File: config.mk
export PLATFORM = sky130hd
export DESIGN_NAME = wb_commit_buf
export DESIGN_NICKNAME = d
export VERILOG_FILES = /design/src/rtl/wb_commit_buf.sv
export SDC_FILE = /design/constraint.sdc
export NUM_CORES = 1
export LEC_CHECK = 0
export BUFFER_PORTS_ARGS = -buffer_cell sky130_fd_sc_hd__buf_4
export CORE_MARGIN = 10
export CORE_UTILIZATION = 65
export CTS_BUF_LIST = sky130_fd_sc_hd__clkbuf_8
export CTS_CLUSTER_SIZE = 12
export DETAILED_ROUTE_END_ITERATION = 10
export PLACE_DENSITY_LB_ADDON = 0.25
export SYNTH_ARGS = -nofsm -noshare
export SYNTH_HDL_FRONTEND = slang
export SYNTH_SLANG_ARGS = --single-unit
File: constraint.sdc
create_clock -name clk -period 6.6 [get_ports clk]
set_input_delay 0.99 -clock clk [delete_from_list [all_inputs] [get_ports clk]]
set_output_delay 0.99 -clock clk [all_outputs]
set_load 0.1 [all_outputs]
File: src/rtl/wb_commit_buf.sv
`default_nettype none
// ============================================================================
// Module      : wb_commit_buf
// Description : Writeback/commit buffer for the RV32I pipeline. Holds up to
//               DEPTH in-flight instructions between MEM and the register
//               file. It aligns and extends load responses into their
//               entries, and it retires entries in program order at one
//               per cycle. Each retire carries a 64-bit retire index.
//
// Ports       : clk, rst          - clock (rising edge), sync active-high reset
//               in_valid/in_ready - enqueue handshake from the MEM stage
//               in_we, in_rd      - destination write enable and index
//               in_kind           - 0 pass, 1 lb, 2 lbu, 3 lh, 4 lhu, 5 lw
//               in_data           - result for pass-kind instructions
//               in_addr_lo        - byte offset of a load
//               dmem_resp/rdata   - load response for the oldest pending load
//               regf_we, rd_sel, rd_v - registered register-file write port
//               commit_valid, commit_order - registered retire indication
//
// Options     : Define WB_BYPASS_EN to add the forwarding search ports
//               byp_rs (in), byp_hit, byp_stall, byp_v (combinational out).
//
// Revision    : 1.0 - initial release
// ============================================================================
module wb_commit_buf #(
    parameter int XLEN  = 32,
    parameter int DEPTH = 4
) (
    input  logic            clk,
    input  logic            rst,
    input  logic            in_valid,
    output logic            in_ready,
    input  logic            in_we,
    input  logic [4:0]      in_rd,
    input  logic [2:0]      in_kind,
    input  logic [XLEN-1:0] in_data,
    input  logic [1:0]      in_addr_lo,
    input  logic            dmem_resp,
    input  logic [31:0]     dmem_rdata,
    output logic            regf_we,
    output logic [4:0]      rd_sel,
    output logic [XLEN-1:0] rd_v,
    output logic            commit_valid,
    output logic [63:0]     commit_order
`ifdef WB_BYPASS_EN
    ,
    input  logic [4:0]      byp_rs,
    output logic            byp_hit,
    output logic            byp_stall,
    output logic [XLEN-1:0] byp_v
`endif
);

    localparam int AW = $clog2(DEPTH);
    localparam int CW = AW + 1;

    localparam logic [2:0] c_KIND_LB  = 3'd1;
    localparam logic [2:0] c_KIND_LBU = 3'd2;
    localparam logic [2:0] c_KIND_LH  = 3'd3;
    localparam logic [2:0] c_KIND_LHU = 3'd4;
    localparam logic [2:0] c_KIND_LW  = 3'd5;

    // ------------------------------------------------------------------
    // Storage
    // ------------------------------------------------------------------
    logic [DEPTH-1:0] ent_we_q;
    logic [DEPTH-1:0] ent_rdy_q;
    logic [4:0]       ent_rd_q   [DEPTH];
    logic [2:0]       ent_kind_q [DEPTH];
    logic [1:0]       ent_lo_q   [DEPTH];
    logic [XLEN-1:0]  ent_data_q [DEPTH];

    logic [AW-1:0]    head_q, head_d;
    logic [AW-1:0]    tail_q, tail_d;
    logic [CW-1:0]    count_q, count_d;
    logic [63:0]      ctr_q, ctr_d;

    logic             cv_q, cv_d;
    logic             rwe_q, rwe_d;
    logic [4:0]       rsel_q, rsel_d;
    logic [XLEN-1:0]  rv_q, rv_d;
    logic [63:0]      ord_q, ord_d;

    // ------------------------------------------------------------------
    // Combinational control
    // ------------------------------------------------------------------
    logic             w_enq;
    logic             w_in_is_load;
    logic             w_pend_found;
    logic [AW-1:0]    w_pend_idx;
    logic             w_fill;
    logic [XLEN-1:0]  w_fill_data;
    logic             w_fast;
    logic             w_deq;
    logic [XLEN-1:0]  w_head_data;
    logic             w_head_we;

    assign in_ready     = !rst && (count_q < CW'(DEPTH));
    assign w_enq        = in_valid && in_ready;
    assign w_in_is_load = (in_kind >= c_KIND_LB) && (in_kind <= c_KIND_LW);

    // Oldest pending entry, scanning from head over live entries only.
    always_comb begin
        logic [AW-1:0] v_idx;
        w_pend_found = 1'b0;
        w_pend_idx   = '0;
        v_idx        = '0;
        for (int i = 0; i < DEPTH; i++) begin
            v_idx = head_q + AW'(i);
            if (!w_pend_found && (CW'(i) < count_q) && !ent_rdy_q[v_idx]) begin
                w_pend_found = 1'b1;
                w_pend_idx   = v_idx;
            end
        end
    end

    // Alignment and extension of the response for the targeted entry.
    always_comb begin
        logic [7:0]  v_byte;
        logic [15:0] v_half;
        v_byte = dmem_rdata[{ent_lo_q[w_pend_idx], 3'b000} +: 8];
        v_half = dmem_rdata[{ent_lo_q[w_pend_idx][1], 4'b0000} +: 16];
        case (ent_kind_q[w_pend_idx])
            c_KIND_LB:  w_fill_data = {{(XLEN-8){v_byte[7]}}, v_byte};
            c_KIND_LBU: w_fill_data = {{(XLEN-8){1'b0}}, v_byte};
            c_KIND_LH:  w_fill_data = {{(XLEN-16){v_half[15]}}, v_half};
            c_KIND_LHU: w_fill_data = {{(XLEN-16){1'b0}}, v_half};
            default:    w_fill_data = dmem_rdata;
        endcase
    end

    assign w_fill = dmem_resp && w_pend_found;

    // A pending head can only be the oldest pending entry, so a fill that
    // targets the head index lets it retire in the same cycle.
    assign w_fast      = w_fill && (w_pend_idx == head_q);
    assign w_deq       = (count_q != '0) && (ent_rdy_q[head_q] || w_fast);
    assign w_head_data = w_fast ? w_fill_data : ent_data_q[head_q];
    assign w_head_we   = ent_we_q[head_q] && (ent_rd_q[head_q] != 5'd0);

    // ------------------------------------------------------------------
    // Next-state
    // ------------------------------------------------------------------
    always_comb begin
        head_d  = head_q;
        tail_d  = tail_q;
        count_d = count_q;
        ctr_d   = ctr_q;
        cv_d    = 1'b0;
        rwe_d   = 1'b0;
        rsel_d  = 5'd0;
        rv_d    = '0;
        ord_d   = ord_q;

        if (w_deq) begin
            head_d = head_q + AW'(1);
            cv_d   = 1'b1;
            ord_d  = ctr_q;
            ctr_d  = ctr_q + 64'd1;
            if (w_head_we) begin
                rwe_d  = 1'b1;
                rsel_d = ent_rd_q[head_q];
                rv_d   = w_head_data;
            end
        end

        if (w_enq) begin
            tail_d = tail_q + AW'(1);
        end

        case ({w_enq, w_deq})
            2'b10:   count_d = count_q + CW'(1);
            2'b01:   count_d = count_q - CW'(1);
            default: count_d = count_q;
        endcase
    end

    // ------------------------------------------------------------------
    // Control state and ready bits
    // ------------------------------------------------------------------
    always_ff @(posedge clk) begin
        if (rst) begin
            head_q    <= '0;
            tail_q    <= '0;
            count_q   <= '0;
            ctr_q     <= '0;
            ent_rdy_q <= '0;
            cv_q      <= 1'b0;
            rwe_q     <= 1'b0;
            rsel_q    <= 5'd0;
            rv_q      <= '0;
            ord_q     <= '0;
        end else begin
            head_q  <= head_d;
            tail_q  <= tail_d;
            count_q <= count_d;
            ctr_q   <= ctr_d;
            cv_q    <= cv_d;
            rwe_q   <= rwe_d;
            rsel_q  <= rsel_d;
            rv_q    <= rv_d;
            ord_q   <= ord_d;
            for (int i = 0; i < DEPTH; i++) begin
                if (w_fill && (w_pend_idx == AW'(i))) begin
                    ent_rdy_q[i] <= 1'b1;
                end
            end
            // The tail slot is free, so it never collides with a fill target.
            if (w_enq) begin
                ent_rdy_q[tail_q] <= !w_in_is_load;
            end
        end
    end

    // ------------------------------------------------------------------
    // Entry payload (no reset needed: validity comes from count/ready)
    // ------------------------------------------------------------------
    always_ff @(posedge clk) begin
        if (!rst) begin
            for (int i = 0; i < DEPTH; i++) begin
                if (w_fill && (w_pend_idx == AW'(i))) begin
                    ent_data_q[i] <= w_fill_data;
                end
            end
            if (w_enq) begin
                ent_we_q[tail_q]   <= in_we;
                ent_rd_q[tail_q]   <= in_rd;
                ent_kind_q[tail_q] <= in_kind;
                ent_lo_q[tail_q]   <= in_addr_lo;
                ent_data_q[tail_q] <= in_data;
            end
        end
    end

    assign regf_we      = rwe_q;
    assign rd_sel       = rsel_q;
    assign rd_v         = rv_q;
    assign commit_valid = cv_q;
    assign commit_order = ord_q;

`ifdef WB_BYPASS_EN
    // ------------------------------------------------------------------
    // Forwarding search: youngest live entry writing byp_rs.
    // ------------------------------------------------------------------
    logic          w_bm_found;
    logic [AW-1:0] w_bm_idx;

    always_comb begin
        logic [AW-1:0] v_idx;
        w_bm_found = 1'b0;
        w_bm_idx   = '0;
        v_idx      = '0;
        // Later iterations are younger, so the last match wins.
        for (int i = 0; i < DEPTH; i++) begin
            v_idx = head_q + AW'(i);
            if ((CW'(i) < count_q) && ent_we_q[v_idx] && (ent_rd_q[v_idx] == byp_rs)) begin
                w_bm_found = 1'b1;
                w_bm_idx   = v_idx;
            end
        end
    end

    always_comb begin
        byp_hit   = 1'b0;
        byp_stall = 1'b0;
        byp_v     = '0;
        if (w_bm_found && (byp_rs != 5'd0)) begin
            if (ent_rdy_q[w_bm_idx]) begin
                byp_hit = 1'b1;
                byp_v   = ent_data_q[w_bm_idx];
            end else begin
                byp_stall = 1'b1;
            end
        end
    end
`endif

endmodule
`default_nettype wire
==> results.toml <==
[final_layout]
regArea_mm2 = 0.00877
n_fill_cell = 1641
multi_input_area_mm2 = 0.00674
drive_gt1_share_pct = 21.0
final_nets = 1795
antenna_cells = 0
area_delta_synth_final_pct = 16.2

[grt]
grt_max_degree = 91
gr-usage-met3_pct = 6.10
top_usage_layer = "met2"
antenna_found_initial = 1
global_route.usage.met1_pct = 32.2
grt_usage_pct = 25.9
grt_pass1_vias = 12700
grt_pass1_wl_um = 65800
grt-ovfl-total = 0
gr-usage-met2_pct = 42.6

[synth]
yosysUniqueCellTypes = 75
synth_edf_count = 172
synth-seq-cells = 352
synthTopCellsByArea = "edfxtp_1 (32%), dfxtp_1 (22%), nand2_1 (5.9%)"
yosysMostFrequentCell = "nand2_1"
synthArstFlopShare_pct = 0
synth_ff_type = "dfxtp_1"
syn_nets = 1631
ys_warn_count = 0
yosysSeqAreaShare_pct = 54.6
yosysTopAreaCellShare_pct = 32.2
avgSynthCellArea_um2 = 10.4
synth_cells = 1543
yosys.area.top_type = "edfxtp_1"
synth_commonest_cells = "nand2_1 (252), dfxtp_1 (180), edfxtp_1 (172)"
synthesis.area_mm2 = 0.0161

[worst_setup_path]
crit_type = "reg2reg"
worstPathMaxFanout = 32
critPathLaunchType = "flip-flop"
cp.arrival_ns = 5.21
worstSetupEndpointType = "flip-flop"
cp.required_ns = 6.90

[placement]
post-place-ws_ns = 1.79
portBuffers = 182
place_congestion = 0.938
dp_hpwl_um = 27500

[clock_network]
clock-root-buffer = "clkbuf_8"
clock_sinks = 352
cts_resized = 0
clk_pin_slew_ns = 0.06
cts_made_buffers = 54
clockBufferDepth = 3
cts_tree = "built"
postCtsSetupBuffers = 0
insertion_delay_ns = 0.58
htree_levels = 2
cts_hold_buf = 0

[route]
viasPerCell = 6.24
vias = 13000
drc_errors = 0
finalWirelength_um = 42000
drt_iter0_drc = 1375
final_antenna_net_count = 0
avgRoutedWirePerCell_um = 20.2
dr.pass1.iters = 7

[floorplan]
io_pins = 183
rows = 57
initial_core_util_pct = 66.0
die_area_mm2 = 0.0314
die_w_um = 177
core_region_area_mm2 = 0.0243
die_h_um = 177

[timing]
timing.fmax_ghz = 0.204
hold_viol_final = 0
rsz0062_at_grt = "no"
finalCritPeriodShare_pct = 74.4
tns_ns = 0
min_period_ns = 4.91
setup_violations = 0
relSlewSlack_pct = 13.7
skew_ns = 0.0223
report.final.slew_viol_count = 0
worst_pin_slew_ns = 1.29
fin_ws_ns = 1.69

[min_path]
hold_class = "reg2reg"

[pwr]
power_switching_mw = 2.26
power_mw = 6.47
switching_share_pct = 34.9
leakagePower_nw = 6.72
power_frac_comb_pct = 31.5
seq_power_share_pct = 41.8
vdd_drop_max_v = 0.000229
p_clk_share_pct = 26.7
internal_power_mw = 4.21
power_density_mw_per_mm2 = 347

[run]
maxCapViolCount = 0

[run_status]
outcome = "finished, final reports clean"
## logic make-up after synthesis
kind of cell	count (synthesis)	synth area share (%)
xor gates and xnor gates	52	2.93
buffers and inverters	140	3.59
and+or+nand+nor	531	14.4
DFF	352	54.6
adders and majority gates	11	0.834
muxes	71	7.69
AOI/OAI and AO/OA	386	16.0
## worst max-delay path: stages (launching register included)
cell and delay (ns):
dfxtp_1 0.79, mux2i_1 0.27, mux2_2 0.34, o21ai_2 0.23, a21oi_2 0.20, nor3_2 0.33, a32o_1 0.56, o211a_1 0.40
a21oi_2 0.11, o21ai_2 1.03, buf_4 0.29, o31ai_1 0.08
## through the flow
| step | cells | util (%) | hold slack (ns) | area, um^2 |
|---|---|---|---|---|
| floorplan | 1543 | - | 0.444 | 16100 |
| global placement | 1975 | 72.5 | 0.444 | 17600 |
| detailed placement | 1975 | 72.5 | 0.447 | 17600 |
| CTS | 2076 | 76.7 | 0.455 | 18700 |
| global route | 2076 | 76.7 | 0.475 | 18700 |
| finish | 2076 | 76.7 | 0.454 | 18700 |
## sequential cells by signal (all words and copies together), names as in the netlist, named ones only
| name | cells |
|---|---|
| rd_v | 32 |
| commit_order | 64 |
| ctr_q | 64 |
| rd_sel | 5 |
| ent_rd_q | 20 |
| ent_lo_q | 8 |
| tail_q | 2 |
| head_q | 2 |
| regf_we | 1 |
| ent_data_q | 128 |
| ent_kind_q | 12 |
| commit_valid | 1 |
| count_q | 3 |
| ent_rdy_q | 4 |
| ent_we_q | 4 |
## final timing paths
path | startpoint | endpoint | slack, ns | cells past startpoint
worst max register to register | head_q[0] | ent_data_q[0][8] | 1.69 | 11
worst max-delay path | head_q[0] | ent_data_q[0][8] | 1.69 | 11
worst min register to register | commit_order[24] | commit_order[24] | 0.45 | 2
worst min-delay path | commit_order[24] | commit_order[24] | 0.45 | 2
## metal layers
| layer | up-vias | wire length (um) |
|---|---|---|
| met5 | - | 20 |
| met4 | 2 | 1490 |
| met3 | 133 | 4370 |
| met2 | 712 | 20200 |
| met1 | 6134 | 15900 |
| li1 | 5977 | - |
## cells in the final DEF, fill, tap and decap left out, types with 25 or more instances in the layout
cell and instances:
a21oi_1 160, buf_4 207, clkbuf_8 59, dfxtp_1 179, edfxtp_1 172, inv_1 68
mux4_2 39, nand2_1 252, nand3_1 46, nor2_1 144, o21ai_0 39, o221ai_1 34
o31ai_1 46, xnor2_1 25, xor2_1 25
## power by group through the flow
stage / combinational, mW / sequential (mW) / clock [mW]
3_3_place_gp: 1.92 / 2.73 / 0
6_report: 2.04 / 2.70 / 1.73
4_1_cts: 2.01 / 2.70 / 1.74
2_1_floorplan: 1.36 / 2.90 / 0
5_1_grt: 2.18 / 2.72 / 1.83
3_5_place_dp: 2.00 / 2.75 / 0
## area by class of cell
class,count,share of cell area (%)
clock inverter,42,1.18
inverter,41,0.825
timing repair buffer,207,8.33
multi-input combinational,1051,36.1
tap,324,2.17
sequential,352,47.0
clock buffer,59,4.35
(Power assumes the default switching activity.)
